File: src/rtl/multi_dds.sv
// Multi-channel DDS waveform generator behind a Wishbone slave.
// Each channel owns a phase accumulator, a waveform shaper (saw, triangle,
// square, LFSR noise, DC), a gain shift and a saturating signed offset.
module multi_dds #(
    parameter int NUM_CH      = 2,
    parameter int DATA_WIDTH  = 32,
    parameter int ADDR_WIDTH  = 16,
    parameter int PHASE_WIDTH = 32,
    parameter int WAVE_WIDTH  = 16
) (
    input  logic                         wb_clk_i,
    input  logic                         wb_rst_i,
    input  logic [DATA_WIDTH-1:0]        wb_dat_i,
    input  logic [ADDR_WIDTH-1:0]        wb_addr_i,
    input  logic                         wb_we_i,
    input  logic                         wb_stb_i,
    output logic [DATA_WIDTH-1:0]        wb_dat_o,
    output logic                         wb_ack_o,
    output logic [NUM_CH*WAVE_WIDTH-1:0] wave_o
);

    localparam logic [ADDR_WIDTH-1:0] ADDR_ID     = ADDR_WIDTH'(0);
    localparam logic [ADDR_WIDTH-1:0] ADDR_ENABLE = ADDR_WIDTH'(1);
    localparam logic [ADDR_WIDTH-1:0] ADDR_SYNC   = ADDR_WIDTH'(2);
    localparam logic [31:0]           ID_WORD     = {8'hD5, 16'h0000, 8'(NUM_CH)};

    logic                  ack_q, ack_d;
    logic [DATA_WIDTH-1:0] dat_q, dat_d;
    logic [NUM_CH-1:0]     enable_q, enable_d;
    logic [NUM_CH-1:0]     sync_vec;
    logic                  wr_fire;
    logic                  rd_fire;
    logic [DATA_WIDTH-1:0] rdata;
    logic [DATA_WIDTH-1:0] ch_rdata [NUM_CH];
    logic                  unused_dat;

    // Only an idle bus (ack low) accepts a strobe, so a held strobe acks every other cycle.
    assign wr_fire    = wb_stb_i & wb_we_i & ~ack_q;
    assign rd_fire    = wb_stb_i & ~wb_we_i & ~ack_q;
    assign unused_dat = ^wb_dat_i;

    // Global ENABLE register and one-shot SYNC strobes.
    always_comb begin
        enable_d = enable_q;
        sync_vec = '0;
        if (wr_fire && (wb_addr_i == ADDR_ENABLE)) begin
            enable_d = wb_dat_i[NUM_CH-1:0];
        end
        if (wr_fire && (wb_addr_i == ADDR_SYNC)) begin
            sync_vec = wb_dat_i[NUM_CH-1:0];
        end
    end

    // Read mux: global registers plus the OR of per-channel decodes (at most one hits).
    always_comb begin
        rdata = '0;
        if (wb_addr_i == ADDR_ID) begin
            rdata = DATA_WIDTH'(ID_WORD);
        end
        if (wb_addr_i == ADDR_ENABLE) begin
            rdata = DATA_WIDTH'(enable_q);
        end
        for (int c = 0; c < NUM_CH; c++) begin
            rdata = rdata | ch_rdata[c];
        end
        ack_d = wb_stb_i & ~ack_q;
        dat_d = rd_fire ? rdata : dat_q;
    end

    // Bus-side state.
    always_ff @(posedge wb_clk_i or negedge wb_rst_i) begin
        if (!wb_rst_i) begin
            ack_q    <= 1'b0;
            dat_q    <= '0;
            enable_q <= '0;
        end else begin
            ack_q    <= ack_d;
            dat_q    <= dat_d;
            enable_q <= enable_d;
        end
    end

    assign wb_ack_o = ack_q;
    assign wb_dat_o = dat_q;

    for (genvar gi = 0; gi < NUM_CH; gi++) begin : g_ch
        localparam logic [ADDR_WIDTH-1:0] A_MODE = ADDR_WIDTH'(16 + 4 * gi);
        localparam logic [ADDR_WIDTH-1:0] A_TUNE = ADDR_WIDTH'(16 + 4 * gi + 1);
        localparam logic [ADDR_WIDTH-1:0] A_CTRL = ADDR_WIDTH'(16 + 4 * gi + 2);
        localparam logic [ADDR_WIDTH-1:0] A_OFFS = ADDR_WIDTH'(16 + 4 * gi + 3);

        logic [2:0]             mode_q, mode_d;
        logic [PHASE_WIDTH-1:0] tune_q, tune_d;
        logic [1:0]             gain_q, gain_d;
        logic [7:0]             duty_q, duty_d;
        logic [WAVE_WIDTH-1:0]  offset_q, offset_d;
        logic [15:0]            lfsr_q, lfsr_d;
        logic [PHASE_WIDTH-1:0] acc_q, acc_d;
        logic [WAVE_WIDTH-1:0]  wave_q, wave_d;
        logic [PHASE_WIDTH:0]   acc_sum;
        logic [WAVE_WIDTH-1:0]  phase;
        logic [WAVE_WIDTH-1:0]  shape;
        logic [WAVE_WIDTH-1:0]  scaled;
        logic [WAVE_WIDTH+1:0]  res;

        // Channel configuration writes.
        always_comb begin
            mode_d   = mode_q;
            tune_d   = tune_q;
            gain_d   = gain_q;
            duty_d   = duty_q;
            offset_d = offset_q;
            if (wr_fire) begin
                if (wb_addr_i == A_MODE) begin
                    mode_d = wb_dat_i[2:0];
                end
                if (wb_addr_i == A_TUNE) begin
                    tune_d = wb_dat_i[PHASE_WIDTH-1:0];
                end
                if (wb_addr_i == A_CTRL) begin
                    gain_d = wb_dat_i[1:0];
                    duty_d = wb_dat_i[15:8];
                end
                if (wb_addr_i == A_OFFS) begin
                    offset_d = wb_dat_i[WAVE_WIDTH-1:0];
                end
            end
        end

        // Phase accumulation; SYNC wins over increment, and the LFSR steps on carry-out.
        always_comb begin
            acc_sum = {1'b0, acc_q} + {1'b0, tune_q};
            acc_d   = acc_q;
            lfsr_d  = lfsr_q;
            if (sync_vec[gi]) begin
                acc_d = '0;
            end else if (enable_q[gi]) begin
                acc_d = acc_sum[PHASE_WIDTH-1:0];
                if (acc_sum[PHASE_WIDTH]) begin
                    lfsr_d = {lfsr_q[0] ^ lfsr_q[2] ^ lfsr_q[3] ^ lfsr_q[5], lfsr_q[15:1]};
                end
            end
        end

        // Waveform shaping, gain, signed offset and clamp to the unsigned sample range.
        always_comb begin
            phase = acc_q[PHASE_WIDTH-1 -: WAVE_WIDTH];
            case (mode_q)
                3'd0:    shape = phase;
                3'd1:    shape = phase[WAVE_WIDTH-1] ? ~{phase[WAVE_WIDTH-2:0], 1'b0}
                                                     :  {phase[WAVE_WIDTH-2:0], 1'b0};
                3'd2:    shape = (phase[WAVE_WIDTH-1 -: 8] < duty_q) ? '1 : '0;
                3'd3:    shape = WAVE_WIDTH'(lfsr_q);
                default: shape = '0;
            endcase
            scaled = shape >> gain_q;
            res    = {2'b00, scaled} + {{2{offset_q[WAVE_WIDTH-1]}}, offset_q};
            if (!enable_q[gi]) begin
                wave_d = '0;
            end else if (res[WAVE_WIDTH+1]) begin
                wave_d = '0;
            end else if (res[WAVE_WIDTH]) begin
                wave_d = '1;
            end else begin
                wave_d = res[WAVE_WIDTH-1:0];
            end
        end

        // Channel state.
        always_ff @(posedge wb_clk_i or negedge wb_rst_i) begin
            if (!wb_rst_i) begin
                mode_q   <= 3'd0;
                tune_q   <= PHASE_WIDTH'(1);
                gain_q   <= 2'd0;
                duty_q   <= 8'h80;
                offset_q <= '0;
                lfsr_q   <= 16'hACE1 ^ 16'(gi);
                acc_q    <= '0;
                wave_q   <= '0;
            end else begin
                mode_q   <= mode_d;
                tune_q   <= tune_d;
                gain_q   <= gain_d;
                duty_q   <= duty_d;
                offset_q <= offset_d;
                lfsr_q   <= lfsr_d;
                acc_q    <= acc_d;
                wave_q   <= wave_d;
            end
        end

        assign ch_rdata[gi] = (wb_addr_i == A_MODE) ? DATA_WIDTH'(mode_q) :
                              (wb_addr_i == A_TUNE) ? DATA_WIDTH'(tune_q) :
                              (wb_addr_i == A_CTRL) ? DATA_WIDTH'({duty_q, 6'b000000, gain_q}) :
                              (wb_addr_i == A_OFFS) ? DATA_WIDTH'(offset_q) : '0;

        assign wave_o[gi*WAVE_WIDTH +: WAVE_WIDTH] = wave_q;
    end

endmodule
File: config.mk
export PLATFORM = sky130hd
export DESIGN_NAME = multi_dds
export DESIGN_NICKNAME = d
export VERILOG_FILES = /design/src/rtl/multi_dds.sv
export SDC_FILE = /design/constraint.sdc
export NUM_CORES = 1
export LEC_CHECK = 0
export ABC_AREA = 1
export CAP_MARGIN = 20
export CORE_UTILIZATION = 60
export DETAILED_ROUTE_END_ITERATION = 12
export PLACE_DENSITY = 0.8
export SLEW_MARGIN = 20
export SYNTH_ARGS = -nofsm -noshare
export SYNTH_HDL_FRONTEND = slang
export SYNTH_SLANG_ARGS = --single-unit
File: constraint.sdc
create_clock -name wb_clk_i -period 4.4 [get_ports wb_clk_i]
set_input_delay 0.88 -clock wb_clk_i [delete_from_list [all_inputs] [get_ports wb_clk_i]]
set_output_delay 0.88 -clock wb_clk_i [all_outputs]
set_load 0.03 [all_outputs]
==> qor.yml <==
yosys:
  yosysUniqueCellTypes: 45
  async_reset_ff_frac: 1.00
  yosysWarnings: 0
  synth_common_cells: "1203 x nand2_1, 437 x inv_1, 296 x nor2_1"
  synthFlopType: "dfrtp_1"
  synth_top_area_cell: "dfrtp_1"
  synth_area_um2: 20800
  yosysSeqAreaShare: 0.344
  synth_edf_count: 0
  syn_avg_cell_area_um2: 6.51
  ys_seq_elements: 285
  synth.top_cells.by_area: "dfrtp_1 32%, nand2_1 22%, inv_1 7.9%"
  synth_nets: 3359
  synth.most_common_cell: "nand2_1"
  synth_top_area_frac: 0.320
  syn_inst: 3191
floorplanning:
  core_um2: 33800
  ioPinCount: 117
  num_rows: 67
  die_area_um2: 35400
  die_width_um: 188
  initial_utilization: 0.615
  chipHeight_um: 188
route:
  viasPerCell: 5.63
  drc: 0
  dr.pass1.iters: 8
  wl_per_cell_um: 17.8
  ant_nets: 0
  drt_iter0_markers: 1918
  vias: 21100
  drt-total-wl_um: 66600
clocking:
  cts_tree: "yes"
  clock_sinks: 285
  htree_levels: 1
  ctsResizeCount: 0
  holdBufCountCts: 0
  clock_latency_ps: 600
  post_cts_buffers: 0
  root_buffer: "clkbuf_16"
  clk_path_buf_depth: 3
  path_clk_slew_ps: 70
  cts_buffers: 31
sta:
  final_max_slew_viol_count: 0
  rsz0062_at_grt: "no"
  relSlewSlack: 0.455
  skew_ps: 18.4
  hold_violations: 0
  whs_ps: 267
  finalCriticalPeriod_ps: 3840
  setup_tns_ps: 0
  worst-slew-pin-transition_ps: 815
  finalSetupViolations: 0
  max_freq_ghz: 0.261
  period_share: 0.872
layout:
  drive_above_1_share: 0.0363
  syn2layout_area_growth_pct: 11.9
  final_util: 0.688
  final_nets: 3445
  layout.cells.non_filler: 3750
  diodes: 0
power_and_ir_drop:
  power.leakage_nw: 12.4
  cellPowerDensity_nw_per_um2: 244
  ir_drop_mv: 0.310
worst_setup_path:
  cp-startpoint: "g_ch[0].duty_q[7]"
  startpoint_type: "flip-flop"
  cp_max_fo: 20
  crit_required_ps: 4870
  crit_path_end_kind: "flip-flop"
  worstSetupPathType: "reg2reg"
  critical_path_arrival_ps: 4310
  rr_startpoint: "g_ch[0].duty_q[7]"
global_route:
  grt_max_degree: 84
  grt_usage: 0.379
  grt_pass1_vias: 20000
  grt-ovfl-total: 0
  grt_antenna_before_repair: 1
  grt_pass1_wl_um: 106000
placed_design:
  placed_cells: 3691
  io_buffers: 116
  gp_congestion: 0.998
  hpwlAfterDp_um: 51600
status:
  status: "finished, final reports clean"
hold_path:
  hold_class: "in2async"
flow_run:
  cap_violations: 0
-- power breakdown --
group | internal [W] | switching [W]
registers | 0.00265 | 0.0000215
logic | 0.000114 | 0.000193
clock network | 0.00156 | 0.00113
-- layout make-up --
type	count	area [µm²]
clock buffers	49	893
clock inverters	9	130
well taps	448	561
repair buffers	136	1350
multi-input cells	2378	11500
inverters	445	1670
flip-flops and latches	285	7160
fillers	2942	10500
-- metal layers --
| layer | vias up | wire (µm) | GRT usage |
|---|---|---|---|
| met4 | 2 | 3580 | 0.178 |
| met2 | 885 | 30700 | 0.623 |
| met5 | - | 12 | 0 |
| li1 | 10200 | - | - |
| met1 | 9824 | 27500 | 0.500 |
| met3 | 199 | 4840 | 0.0442 |
-- cell families after synthesis --
group	after synthesis	share of synthesized area
flip-flops	285	0.344
buffers and inverters	528	0.103
AO/OA/AOI/OAI	325	0.0856
AND/OR/NAND/NOR	1873	0.369
XOR/XNOR	64	0.0270
adder cells (fa/ha/maj)	116	0.0713
-- path summary, 6_finish.rpt --
kind / endpoint / cells past startpoint / slack (ps)
setup / recovery: g_ch[0].wave_q[9] / 21 / 560
hold / removal: g_ch[1].acc_q[13] / 1 / 270
setup reg to reg: g_ch[0].wave_q[9] / 21 / 560
hold reg to reg: g_ch[1].lfsr_q[13] / 2 / 480
max in group asynchronous: g_ch[0].duty_q[7] / 2 / 3110
min in group wb_clk_i: g_ch[1].lfsr_q[13] / 2 / 480
-- stage by stage --
| step | instance area (µm²) | total power (W) | setup WS [ps] |
|---|---|---|---|
| global placement | 22200 | 0.00302 | 778 |
| global route | 23200 | 0.00579 | 171 |
| finish | 23200 | 0.00567 | 563 |
| floorplan | 20800 | 0.00282 | 1100 |
| detailed placement | 22200 | 0.00302 | 611 |
| CTS | 23200 | 0.00567 | 600 |
-- cell usage in the layout (no fill, tap or decap), types with 31 or more instances in the layout --
cell             count
xnor2_1             43
nor2_1             296
a21oi_1             86
clkdlybuf4s50_1    115
ha_1               112
nand2_1           1203
dfrtp_1            266
clkbuf_16           31
o21ai_0            121
nand3_1            273
inv_1              437
o21ai_1             66
nand4_1             35
-- state kept, by name, summed over array words and instances, names as in the netlist --
name           cells
g_ch.lfsr_q       32
wb_dat_o          32
g_ch.tune_q       64
g_ch.acc_q        64
g_ch.offset_q     32
g_ch.wave_q       32
wb_ack_o           1
g_ch.gain_q        4
g_ch.duty_q       16
g_ch.mode_q        6
enable_q           2
-- worst max-delay path, stage by stage (launching register included) --
cell and delay, ps:
dfstp_2 530, inv_1 50, ha_1 310, nand2_1 80, nor2_1 100, nand2_1 60, nand2_1 420, buf_4 270
nand3_1 100, nand3_1 120, o21ai_0 100, ha_1 360, a21oi_1 240, o21ai_1 140, nand2_1 80, nand2_1 90
nand2_1 100, nand2_1 60, nand2_1 70, nand2_2 180, nor2_1 180, nor2_1 60
(Power assumes the default switching activity.)
